**config.mk**
```make
export PLATFORM = sky130hd
export DESIGN_NAME = cdb_arbiter_flat
export DESIGN_NICKNAME = d
export VERILOG_FILES = /design/src/rtl/cdb_arbiter_if.sv /design/src/rtl/cdb_arbiter.sv /design/src/flat_wrapper.sv
export SDC_FILE = /design/constraint.sdc
export NUM_CORES = 1
export LEC_CHECK = 0
export BUFFER_PORTS_ARGS = -buffer_cell sky130_fd_sc_hd__buf_2
export CAP_MARGIN = 15
export CORE_UTILIZATION = 45
export DETAILED_ROUTE_END_ITERATION = 10
export PLACE_DENSITY = 0.67
export RECOVER_POWER = 100
export SYNTH_ARGS = -nofsm -noshare
export SYNTH_HDL_FRONTEND = slang
export SYNTH_SLANG_ARGS = --single-unit
export TNS_END_PERCENT = 5
```
**constraint.sdc**
```tcl
create_clock -name clk -period 3.7 [get_ports clk]
set_clock_uncertainty 0.1 [all_clocks]
set_input_delay 0.555 -clock clk [delete_from_list [all_inputs] [get_ports clk]]
set_output_delay 0.555 -clock clk [all_outputs]
set_load 0.02 [all_outputs]
```
**src/rtl/cdb_arbiter_if.sv**
```systemverilog
// ---------------------------------------------------------------------------
// cdb_arbiter_if
//   Request/permit bundle between N functional-unit output buffers and the
//   data-bus arbiter.
//   Signals:
//     not_empty[N]       requester i has a result to broadcast
//     full[N]            requester i buffer is full
//     hold               bus reserved this cycle, suppress all grants
//     permit[N]          one-hot (or zero) combinational grant
//     data_bus_active    |permit
//     grant_index        encoded permit index, 0 when no grant
//     last_grant_index   round-robin pointer (debug visibility)
//   Modports:
//     master  requester side (drives requests, observes grants)
//     slave   arbiter side   (observes requests, drives grants)
// ---------------------------------------------------------------------------
interface cdb_arbiter_if #(
    parameter int N         = 4,
    parameter int IDX_WIDTH = $clog2(N)
);
    logic [N-1:0]         not_empty;
    logic [N-1:0]         full;
    logic                 hold;
    logic [N-1:0]         permit;
    logic                 data_bus_active;
    logic [IDX_WIDTH-1:0] grant_index;
    logic [IDX_WIDTH-1:0] last_grant_index;

    modport master (
        output not_empty,
        output full,
        output hold,
        input  permit,
        input  data_bus_active,
        input  grant_index,
        input  last_grant_index
    );

    modport slave (
        input  not_empty,
        input  full,
        input  hold,
        output permit,
        output data_bus_active,
        output grant_index,
        output last_grant_index
    );
endinterface

```
**src/rtl/cdb_arbiter.sv**
```systemverilog
// ---------------------------------------------------------------------------
// cdb_arbiter
//   Zero-latency grant side of the data-bus request/permit handshake. The
//   permit is decided combinationally in the request cycle; the granted
//   buffer retires its entry at the following edge.
//   Priority: starved requesters first, then full buffers, then plain
//   round-robin. All tiers are searched circularly starting one past the
//   last granted index.
//   Ports:
//     clk     clock, all state updates on posedge
//     reset   synchronous, active-high
//     bus     cdb_arbiter_if slave modport (requests in, grants out)
// ---------------------------------------------------------------------------
module cdb_arbiter #(
    parameter int N            = 4,
    parameter int STARVE_LIMIT = 3,
    parameter int IDX_WIDTH    = $clog2(N),
    parameter int CNT_WIDTH    = $clog2(STARVE_LIMIT + 1)
) (
    input  logic          clk,
    input  logic          reset,
    cdb_arbiter_if.slave  bus
);

    localparam logic [CNT_WIDTH-1:0] LIMIT_C    = CNT_WIDTH'(STARVE_LIMIT);
    localparam logic [IDX_WIDTH-1:0] PTR_INIT_C = IDX_WIDTH'(N - 1);
    localparam logic [N-1:0]         ONE_C      = {{(N-1){1'b0}}, 1'b1};

    logic [IDX_WIDTH-1:0] ptr_q, ptr_d;
    logic [CNT_WIDTH-1:0] cnt_q [N];
    logic [CNT_WIDTH-1:0] cnt_d [N];

    logic [N-1:0]         starved;
    logic [N-1:0]         sel;
    logic [N-1:0]         permit_d;
    logic [IDX_WIDTH-1:0] grant_d;
    logic [IDX_WIDTH-1:0] idx_w;
    logic                 found;
    int                   start;
    int                   idx;

    // Grant decision: pick the highest non-empty tier, then the first
    // member of that tier in circular order from ptr_q+1.
    always_comb begin
        starved  = '0;
        sel      = '0;
        permit_d = '0;
        grant_d  = '0;
        idx_w    = '0;
        found    = 1'b0;
        idx      = 0;

        for (int i = 0; i < N; i++) begin
            starved[i] = bus.not_empty[i] && (cnt_q[i] == LIMIT_C);
        end

        if (|starved) begin
            sel = starved;
        end else if (|(bus.not_empty & bus.full)) begin
            sel = bus.not_empty & bus.full;
        end else begin
            sel = bus.not_empty;
        end

        // Modulo wrap keeps non-power-of-2 N from indexing past N-1.
        start = (int'(ptr_q) + 1) % N;
        for (int k = 0; k < N; k++) begin
            idx   = (start + k) % N;
            idx_w = IDX_WIDTH'(idx);
            if (!found && sel[idx_w]) begin
                found   = 1'b1;
                grant_d = idx_w;
            end
        end

        if (reset || bus.hold) begin
            found   = 1'b0;
            grant_d = '0;
        end

        permit_d = found ? (ONE_C << grant_d) : '0;
    end

    // Next-state for pointer and starvation counters.
    always_comb begin
        ptr_d = found ? grant_d : ptr_q;
        for (int i = 0; i < N; i++) begin
            cnt_d[i] = cnt_q[i];
            if (permit_d[i]) begin
                cnt_d[i] = '0;
            end else if (bus.not_empty[i] && !bus.hold) begin
                // Saturate at the limit so the requester stays in tier 1.
                if (cnt_q[i] != LIMIT_C) begin
                    cnt_d[i] = cnt_q[i] + CNT_WIDTH'(1);
                end
            end else if (!bus.not_empty[i]) begin
                cnt_d[i] = '0;
            end
        end
    end

    always_ff @(posedge clk) begin
        if (reset) begin
            ptr_q <= PTR_INIT_C;
            for (int i = 0; i < N; i++) begin
                cnt_q[i] <= '0;
            end
        end else begin
            ptr_q <= ptr_d;
            for (int i = 0; i < N; i++) begin
                cnt_q[i] <= cnt_d[i];
            end
        end
    end

    assign bus.permit           = permit_d;
    assign bus.data_bus_active  = |permit_d;
    assign bus.grant_index      = grant_d;
    assign bus.last_grant_index = ptr_q;

endmodule

```
**src/flat_wrapper.sv**
```systemverilog
// flat-port wrapper written by rule: the top's interface ports become plain ports
module cdb_arbiter_flat 
#(
    parameter int N            = 4,
    parameter int STARVE_LIMIT = 3,
    parameter int IDX_WIDTH    = $clog2(N),
    parameter int CNT_WIDTH    = $clog2(STARVE_LIMIT + 1)
)
  (clk, reset, bus_not_empty, bus_full, bus_hold, bus_permit, bus_data_bus_active, bus_grant_index, bus_last_grant_index);
  cdb_arbiter_if #(.N(N), .IDX_WIDTH(IDX_WIDTH)) bus_i ();
  input  logic clk;
  input  logic reset;
  input wire logic [$bits(bus_i.not_empty)-1:0] bus_not_empty;
  input wire logic [$bits(bus_i.full)-1:0] bus_full;
  input wire logic [$bits(bus_i.hold)-1:0] bus_hold;
  output wire logic [$bits(bus_i.permit)-1:0] bus_permit;
  output wire logic [$bits(bus_i.data_bus_active)-1:0] bus_data_bus_active;
  output wire logic [$bits(bus_i.grant_index)-1:0] bus_grant_index;
  output wire logic [$bits(bus_i.last_grant_index)-1:0] bus_last_grant_index;
  assign bus_i.not_empty = bus_not_empty;
  assign bus_i.full = bus_full;
  assign bus_i.hold = bus_hold;
  assign bus_permit = bus_i.permit;
  assign bus_data_bus_active = bus_i.data_bus_active;
  assign bus_grant_index = bus_i.grant_index;
  assign bus_last_grant_index = bus_i.last_grant_index;
  cdb_arbiter #(.N(N), .STARVE_LIMIT(STARVE_LIMIT), .IDX_WIDTH(IDX_WIDTH), .CNT_WIDTH(CNT_WIDTH)) u_core (.clk(clk), .reset(reset), .bus(bus_i));
endmodule
```
Word-level counts from Yosys, hierarchy flattened
Memories as Yosys holds them, arrays and structs flattened.
Index checks and enable logic that the tools add are counted.
{ "totals": {"ff_bits": 2, "ram_bits": 8, "in_bits": 11, "out_inout_bits": 9, "wordCells": 91, "n_memories": 1} }
{ "op_classes": {"add_sub_neg": 8, "order_cmp": 4, "n_eq_ne": 8, "shift": 1, "n_mux": 44, "bitwise": 5, "reduce_logical": 19} }
{ "memory_table": {"columns": ["memory", "depth", "width", "read_ports", "rd_clocked_by_memory_dff", "write_ports", "line_no", "source"], "rows": [
  ["u_core.cnt_q", 4, 2, 4, 0, 4, "cdb_arbiter.sv:30", "logic [CNT_WIDTH-1:0] cnt_q [N];"]
]} }
{ "op_table": {"columns": ["operator", "n"], "rows": [
  ["2-bit two-way mux", 25],
  ["2-bit by 1-bit adder with 2-bit output, second input constant", 6],
  ["2-bit by 3-bit < comparator with 1-bit output, second input constant", 4],
  ["1-bit two-way mux", 12],
  ["4-bit two-way mux", 3],
  ["4-bit OR reduction", 3],
  ["1-bit logical AND", 11],
  ["1-bit binary-select mux with 2-bit select", 4],
  ["2-bit == test, second input constant", 4],
  ["2-bit inequality test, second input constant", 4],
  ["2-bit adder, second input constant", 2],
  ["4-bit bitwise AND", 1],
  ["1-bit logical NOT", 4],
  ["1-bit OR", 4],
  ["1-bit by 2-bit left shift with 4-bit output, first input constant", 1],
  ["1-bit logical OR", 1]
]} }

Longest topological paths before layout
Gate-level depths: netlist of the first run.
{ "logic_depth": {"ltp_word": 21, "depth_mapped": 8, "mapped_depth_nobuf": 7} }

Least setup slack after synthesis of the first run
OpenSTA, ideal clock, no wires.
{ "synth_path": {"path_type": "input-to-output", "from": "input bus_not_empty[2]", "to": "output bus_grant_index[0]", "arrival_ns": 2.063, "t_required_ns": 3.045, "slack_ns": 0.982, "path_stages": 7, "n_path_buf": 1, "cell_sequence": "a222oi_1 -> a21oi_1 -> nor3_2 -> nand3_1 -> and4_4 -> buf_6 -> nor2_1"} }
{ "synth_via": {"elab_chain_cells": 17, "elab_cells_between_ends": 28, "classes_between": "18 x mux; 1 x bitwise; 9 x reduce/logical"} }
{ "synth_lines": {"columns": ["element", "line_no", "source"], "rows": [
  ["start, declared", "flat_wrapper.sv:13", "input wire logic [$bits(bus_i.not_empty)-1:0] bus_not_empty;"],
  ["4-bit bitwise AND", "cdb_arbiter.sv:59, cdb_arbiter.sv:60", null],
  ["4-bit OR reduction", "cdb_arbiter.sv:59", "end else if (|(bus.not_empty & bus.full)) begin"],
  ["4-bit two-way mux", "cdb_arbiter.sv:59", null],
  ["4-bit two-way mux (*)", "cdb_arbiter.sv:57", "if (|starved) begin"],
  ["1-bit binary-select mux with 2-bit select", "cdb_arbiter.sv:70", "if (!found && sel[idx_w]) begin"],
  ["1-bit two-way mux (not written as such)", "cdb_arbiter.sv:70", null],
  ["1-bit two-way mux", "cdb_arbiter.sv:70", null],
  ["1-bit logical NOT", "cdb_arbiter.sv:70", null],
  ["1-bit logical AND", "cdb_arbiter.sv:70", null],
  ["1-bit two-way mux", "cdb_arbiter.sv:70", null],
  ["1-bit logical NOT", "cdb_arbiter.sv:70", null],
  ["1-bit logical AND", "cdb_arbiter.sv:70", null],
  ["1-bit two-way mux", "cdb_arbiter.sv:70", null],
  ["1-bit logical NOT", "cdb_arbiter.sv:70", null],
  ["1-bit logical AND", "cdb_arbiter.sv:70", null],
  ["2-bit two-way mux (*)", "cdb_arbiter.sv:70", null],
  ["2-bit two-way mux (*)", "cdb_arbiter.sv:76", "if (reset || bus.hold) begin"],
  ["end, declared", "flat_wrapper.sv:18", "output wire logic [$bits(bus_i.grant_index)-1:0] bus_grant_index;"]
]} }
Every way passes the cells marked *; elsewhere a longest branch is shown, timed or not. The select of a mux whose other input is x is not followed.

==> qor.yml, run 1 <==
clock_network:
  ctsLongestPathBuffers: 2
  cts_made_buffers: 3
  cts.clk_slew.worst_paths_ns: 0.07
  post_cts_buffers: 0
  cts_resized: 0
  cts-htree-levels: 1
  numClockSinks: 10
  cts_tree: "built"
  clock_latency_ns: 0.26
  ctsHoldBuffers: 0
  cts_root_buf: "clkbuf_4"
detailed_routing:
  num_vias: 755
  drc_errors: 0
  drt-initial-drc-count: 18
  m1WireLength_um: 871
  ant_nets: 0
  wl_met2_um: 832
  finalWirelength_um: 1800
  maxUsedRoutingLayer: "met4"
  drt_first_pass_iters: 4
  wl_per_cell_um: 13.5
  wl_met3_um: 84
  vias_per_cell: 5.68
hold_path:
  hold_path_class: "reg2reg"
  hold_depth: 2
sta:
  finalHoldViolations: 0
  max_freq_mhz: 297
  drv_slew: 0
  setup_tns_ns: 0
  rsz0062_at_grt: "no"
  worst_slack_ns: 0.331
  tightest_slew_ns: 0.482
  slew_headroom_pct: 67.8
  setup_viol: 0
  min_period_over_period_pct: 91.0
  min_period_ns: 3.37
finish:
  multi_input_area_um2: 515
  seq_area_um2: 200
  nNetsFinal: 124
  syn2layout_area_growth_pct: 8.18
  fill_cells: 196
  diodes: 0
  mostFrequentLayoutCells: "nor2_1 (10), buf_2 (10), dfxtp_1 (10)"
  drive_gt1_share_pct: 20.4
die:
  dieArea_um2: 2010
  io_pins: 20
  start_util_pct: 47.8
  rows: 15
  coreArea_um2: 1730
  die_h_um: 44.8
  die_w_um: 44.8
place:
  gp_congestion: 0.813
  numPortBuffers: 19
  dp_hpwl_um: 1380
  pre_cts_ws_ns: 0.616
critical_path:
  crit_required_ns: 3.04
  critPathKind: "reg2out"
  worstRegToRegCells: 7
  crit_fanout: 7
  end_kind: "primary output"
  worstSetupStartpointType: "flip-flop"
  arrival_ns: 2.71
synth:
  syn_nets: 103
  ys_warn_count: 0
  syn_inst: 88
  synth_seq_cells: 10
  synth_top_area_share_pct: 24.2
  ys_top_cells_by_area: "dfxtp_1 (24%), a2111oi_2 (7.3%), a2111oi_4 (6.7%), ha_1 (6.1%), mux2i_1 (6.1%)"
  ys_types: 35
  syn_avg_cell_area_um2: 9.38
  syn_area_um2: 826
  ys_seq_area_share_pct: 24.2
  yosys.area.top_type: "dfxtp_1"
global_route:
  grt_max_degree: 12
  first_global_vias: 634
  track_usage_pct: 19.2
  antenna_found_initial: 0
  grt_pass1_wl_um: 2800
  grt_overflow: 0
pwr:
  p_per_area_nw_per_um2: 347
  ir_drop_uv: 302
  p_leak_nw: 0.381
status:
  status: "completed"
run:
  max_cap_violations: 0
-- worst max-delay path, stage by stage, from the launching register on --
cell      delay (ns)
dfxtp_1         0.33
ha_1            0.24
a222oi_1        0.51
a21oi_1         0.17
nor4_1          0.27
o21ai_0         0.18
a21oi_2         0.34
and2_2          0.19
clkbuf_1        0.22
-- state kept, by name (all words and copies together), names as in the netlist --
signal                       flops
u_core.cnt_q                     8
u_core.bus.last_grant_index      2
-- power by group --
group | total (mW) | internal (mW) | switching (mW)
Combinational | 0.0896 | 0.0321 | 0.0575
Sequential | 0.122 | 0.114 | 0.00742
Clock | 0.0986 | 0.0597 | 0.0389
-- Yosys cell counts --
cell type / instances
nor3_2: 1
and2_1: 2
and2_2: 2
a2111oi_4: 2
nor2b_1: 1
nor4_1: 1
a21boi_0: 1
xnor2_1: 4
a21o_2: 1
a2111oi_2: 4
a211oi_1: 1
a21oi_2: 1
o21ai_1: 2
nand2_1: 3
nand4_1: 1
a2111oi_1: 2
o21ai_0: 2
and4_4: 1
inv_1: 7
buf_6: 1
ha_1: 4
dfxtp_1: 10
o21a_1: 3
nor2_1: 10
o21a_4: 1
buf_4: 1
a222oi_1: 4
a211o_1: 1
a21oi_1: 2
o2111ai_1: 1
mux2i_1: 5
buf_2: 1
nand3_1: 3
and3_2: 1
a32oi_1: 1
-- per-layer routing --
| layer | vias to the layer above | GRT usage (%) |
|---|---|---|
| met2 | 19 | 31.2 |
| li1 | 381 | - |
| met3 | 2 | 2.40 |
| met1 | 353 | 25.9 |
| met4 | 0 | 7.27 |
| met5 | - | 0 |
-- path summary, 6_finish.rpt --
check                     startpoint            endpoint  slack, ns
hold reg to reg   u_core.cnt_q[1][1]  u_core.cnt_q[1][1]       0.45
hold / removal    u_core.cnt_q[1][1]  u_core.cnt_q[1][1]       0.45
setup / recovery  u_core.cnt_q[2][0]       bus_permit[0]       0.33
setup reg to reg  u_core.cnt_q[2][0]  u_core.cnt_q[0][1]       1.06
-- final cells by class --
type | count | area share [%]
inverter | 7 | 2.94
tap | 25 | 3.50
clock buffer | 4 | 4.06
timing repair buffer | 19 | 9.38
multi-input combinational | 68 | 57.7
sequential | 10 | 22.4
-- metrics by stage --
step | hold WS (ns) | util [%] | instances | area [um^2] | power, mW
floorplan | 0.420 | - | 88 | 826 | 0.206
global placement | 0.446 | 53.8 | 129 | 928 | 0.228
detailed placement | 0.446 | 53.8 | 129 | 928 | 0.230
CTS | 0.455 | 55.9 | 133 | 965 | 0.328
global route | 0.479 | 51.7 | 133 | 893 | 0.327
finish | 0.455 | 51.7 | 133 | 893 | 0.310
-- cell families after synthesis --
family / Yosys count / synth area share, %
adder cells (fa/ha/maj): 4 / 6.06
buffers and inverters: 10 / 6.06
XOR/XNOR: 4 / 4.24
AND/OR/NAND/NOR: 26 / 16.8
multiplexers: 5 / 6.06
flip-flops: 10 / 24.2
AO/OA/AOI/OAI: 29 / 36.5
(Power assumes the default switching activity.)
==> run 2, diff against run 1 <==
ABC_AREA = 1   (was unset)
PLACE_DENSITY = 0.64   (was 0.67)
==> qor.yml, run 2 <==
status:
  status: "completed"
global_route:
  grt_max_degree: 13
  track_usage_pct: 22.1
  grt_pass1_wl_um: 4450
  first_global_vias: 1084
  grt_overflow: 0
  antenna_found_initial: 0
sta:
  max_freq_mhz: 309
  slew_headroom_pct: 74.1
  min_period_over_period_pct: 87.5
  finalHoldViolations: 0
  rsz0062_at_grt: "no"
  setup_viol: 0
  setup_tns_ns: 0
  min_period_ns: 3.24
  drv_slew: 0
  tightest_slew_ns: 0.386
detailed_routing:
  vias_per_cell: 5.24
  drt-initial-drc-count: 26
  ant_nets: 0
  wl_per_cell_um: 11.2
  drc_errors: 0
  drt_first_pass_iters: 4
  finalWirelength_um: 2530
  num_vias: 1180
synth:
  synth_seq_cells: 10
  ys_types: 24
  async_reset_ff_share_pct: 0
  ys_top_cells_by_area: "dfxtp_1 (18%), nand2_1 (11%), nand3_2 (9.7%), nand3_1 (9.2%), nand2_2 (8.2%)"
  syn_inst: 176
  syn_nets: 191
  synthTopCellsByCount: "nand2_1 (32), nand3_1 (21), inv_1 (17)"
  ys_warn_count: 0
  ys_seq_area_share_pct: 17.6
  synth_top_flop_cell: "dfxtp_1"
  syn_area_um2: 1140
  synth_edf_count: 0
  yosys.area.top_type: "dfxtp_1"
  synth.most_common_cell: "nand2_1"
  syn_avg_cell_area_um2: 6.48
  synth_top_area_share_pct: 17.6
clock_network:
  numClockSinks: 10
  cts_resized: 0
  post_cts_buffers: 0
  cts_root_buf: "clkbuf_4"
  cts_tree: "built"
  cts_made_buffers: 3
  ctsLongestPathBuffers: 2
  cts.clk_slew.worst_paths_ns: 0.06
  cts-htree-levels: 1
  ctsHoldBuffers: 0
  clock_latency_ns: 0.27
critical_path:
  crit_fanout: 7
  end_kind: "primary output"
  worstSetupStartpointType: "flip-flop"
  crit_required_ns: 3.04
  worstRegToRegCells: 17
  arrival_ns: 2.58
  critPathKind: "reg2out"
place:
  dp_hpwl_um: 2130
  gp_congestion: 0.890
  placed_cells: 222
  numPortBuffers: 19
finish:
  nNetsFinal: 214
  mostFrequentLayoutCells: "nand2_1 (38), nand3_1 (21), inv_1 (17)"
  largest_register_ffs: 8
  drive_gt1_share_pct: 30.5
  diodes: 0
  stdcell_count: 225
  syn2layout_area_growth_pct: 10.4
  final_common_cell: "nand2_1"
  max_flop_register: "u_core.cnt_q"
die:
  rows: 17
  start_util_pct: 49.6
  die_w_um: 52.3
  io_pins: 20
  coreArea_um2: 2300
  dieArea_um2: 2740
  die_h_um: 52.3
pwr:
  p_leak_nw: 0.663
  ir_drop_uv: 381
  p_per_area_nw_per_um2: 530
hold_path:
  hold_depth: 2
  hold_path_class: "reg2reg"
run:
  max_cap_violations: 0
## run 2: kinds of logic after synthesis
family,Yosys count,share of synthesized area (%)
flops,10,17.6
buf+inv,27,9.11
compound gates,18,9.44
simple gates,117,59.5
fa+ha+maj,4,4.39
## run 2: power by group
part	internal, mW	switching (mW)
Sequential	0.124	0.0156
Clock	0.0377	0.0381
Combinational	0.146	0.307
## run 2: final timing paths
| check | from | to | slack (ns) |
|---|---|---|---|
| setup reg to reg | u_core.cnt_q[1][0] | u_core.cnt_q[3][1] | 1.16 |
| setup / recovery | u_core.cnt_q[1][0] | bus_permit[2] | 0.46 |
| hold reg to reg | u_core.cnt_q[1][1] | u_core.cnt_q[1][1] | 0.42 |
| hold / removal | u_core.cnt_q[1][1] | u_core.cnt_q[1][1] | 0.42 |
## run 2: area by class of cell
cell class,instances,area [um^2]
fillers,255,1040
multi-input cells,139,812
flip-flops and latches,10,200
repair buffers,20,95.1
inverters,25,93.8
well taps,28,35.0
clock buffers,3,22.5
## run 2: metrics by stage
step                power [mW]  area, um^2  utilization (%)  setup WS [ns]  hold slack, ns
floorplan                0.529        1140                -           1.13           0.385
global placement         0.621        1270             55.2          0.803           0.398
detailed placement       0.621        1270             55.2          0.813           0.408
CTS                      0.700        1290             56.2          0.648           0.417
global route             0.730        1260             54.8          0.242           0.443
finish                   0.668        1260             54.8          0.464           0.418
## run 2: worst max-delay path, stage by stage, from the launching register on
cell      delay, ns
dfxtp_1        0.32
ha_1           0.23
nand2_1        0.17
nand2_4        0.08
inv_2          0.09
nand2_8        0.07
nor2_2         0.08
nand2_1        0.07
nand3_1        0.10
nand3_1        0.08
nand2_1        0.13
inv_2          0.06
nand3_2        0.08
nor2_2         0.04
nor2_2         0.07
nand2_1        0.19
nor2_4         0.20
clkbuf_1       0.24
## run 2: routing by layer
metal | up-vias | part of all wire [%] | GRT usage [%]
li1 | 623 | - | -
met1 | 531 | 47 | 25.6
met2 | 21 | 48 | 40.3
met3 | 5 | 2.4 | 0.870
met4 | 0 | 2.3 | 11.8
met5 | - | 0 | 0
==> run 3, diff against run 2 <==
MAX_ROUTING_LAYER = met4   (was unset)
REMOVE_ABC_BUFFERS = 1   (was unset)
==> qor.yml, run 3 (synthesis gave the netlist of run 2 again) <==
sta:
  drv_slew: 0
  slew_headroom_pct: 72.7
  whs_ns: 0.420
  rsz0062_at_grt: "no"
  worst_slack_ns: 0.497
  setup_tns_ns: 0
  max_freq_mhz: 312
  min_period_ns: 3.20
  tightest_slew_ns: 0.409
  finalHoldViolations: 0
  min_period_over_period_pct: 86.6
  setup_viol: 0
pwr:
  p_per_area_nw_per_um2: 543
  netSwitchingFraction_pct: 52.9
  p_clk_share_pct: 14.3
  ir_drop_uv: 352
  power_uw: 680
  p_leak_nw: 0.672
  seqPwrFrac_pct: 22.5
  p_int_uw: 321
  comb_power_share_pct: 63.2
  p_sw_uw: 360
finish:
  max_flop_register: "u_core.cnt_q"
  nNetsFinal: 213
  diodes: 0
  final_common_cell: "nand2_1"
  syn2layout_area_growth_pct: 9.88
  stdcell_count: 225
  mostFrequentLayoutCells: "nand2_1 (36), nand3_1 (24), inv_1 (17)"
  drive_gt1_share_pct: 30.5
  largest_register_ffs: 8
clock_network:
  cts_made_buffers: 3
  cts_tree: "built"
  cts_root_buf: "clkbuf_4"
  numClockSinks: 10
  post_cts_buffers: 0
  cts.clk_slew.worst_paths_ns: 0.07
  clock_latency_ns: 0.26
  cts_resized: 0
  ctsLongestPathBuffers: 2
  cts-htree-levels: 1
  ctsHoldBuffers: 0
critical_path:
  arrival_ns: 2.55
  critPathKind: "reg2out"
  worstSetupStartpointType: "flip-flop"
  crit_fanout: 7
  crit_required_ns: 3.04
  end_kind: "primary output"
place:
  dp_hpwl_um: 2160
  pre_cts_ws_ns: 0.796
  gp_congestion: 0.997
  placed_cells: 221
  numPortBuffers: 19
global_route:
  first_global_vias: 1121
  grt_pass1_wl_um: 4400
  grt_max_degree: 13
  grt_overflow: 0
  track_usage_pct: 21.8
  antenna_found_initial: 0
detailed_routing:
  wl_per_cell_um: 11.4
  num_vias: 1164
  finalWirelength_um: 2560
  drc_errors: 0
  vias_per_cell: 5.17
  drt_first_pass_iters: 4
  drt-initial-drc-count: 22
  ant_nets: 0
die:
  rows: 17
  start_util_pct: 49.6
  coreArea_um2: 2300
  die_h_um: 52.3
  dieArea_um2: 2740
  die_w_um: 52.3
  io_pins: 20
hold_path:
  hold_path_class: "in2reg"
status:
  status: "completed"
run:
  max_cap_violations: 0
-- run 3: cell count changes in the layout (fill, tap and decap cells not counted), sizes merged --
| cell | previous run | this run |
|---|---|---|
| buf | 14 | 15 |
| clkbuf | 9 | 8 |
-- run 3: path summary, 6_finish.rpt --
| path | cells past startpoint | startpoint | slack, ns | to |
|---|---|---|---|---|
| setup / recovery | 15 | u_core.cnt_q[0][0] | 0.50 | bus_permit[2] |
| hold / removal | 2 | reset | 0.42 | u_core.cnt_q[2][1] |
| setup reg to reg | 15 | u_core.cnt_q[0][0] | 1.27 | u_core.cnt_q[3][0] |
| hold reg to reg | 2 | u_core.cnt_q[1][1] | 0.43 | u_core.cnt_q[1][1] |
-- run 3: worst max-delay path, stage by stage, from the launching register on --
cell and delay (ns):
dfxtp_1 0.32, ha_1 0.22, nand2_1 0.19, nand2_4 0.09, inv_2 0.11, nand2_8 0.07
nand2_1 0.08, nand3_1 0.11, nand3_1 0.13, nand2_1 0.14, nand3_1 0.15, nand3_1 0.12
nand2_2 0.15, nand2_1 0.11, nor2_4 0.11, buf_2 0.17
-- run 3: cell type report --
class                      count  area (um^2)
fill                         252         1040
clock buffer                   4         36.3
multi-input combinational    139          797
tap                           28         35.0
inverter                      25         93.8
timing repair buffer          19         90.1
sequential                    10          200
-- run 3: through the flow --
step	util, %	area [um^2]
after floorplan	-	1130
final	54.5	1250
after CTS	56.4	1300
after detailed placement	54.8	1260
after global placement	54.8	1260
after global routing	54.5	1250
-- run 3: power groups by stage --
stage	clock network, mW	registers, mW	logic (mW)
finish	0.0973	0.153	0.430
global route	0.107	0.157	0.483
CTS	0.100	0.154	0.463
detailed placement	0	0.156	0.461
global placement	0	0.155	0.455
floorplan	0	0.160	0.362
-- run 3: per-layer routing --
layer | part of all wire [%] | up-vias | global-route usage [%]
li1 | - | 618 | -
met1 | 45 | 518 | 25.7
met2 | 50 | 24 | 39.0
met3 | 3.4 | 4 | 0.870
met4 | 1.3 | 0 | 7.89
met5 | 0 | - | -
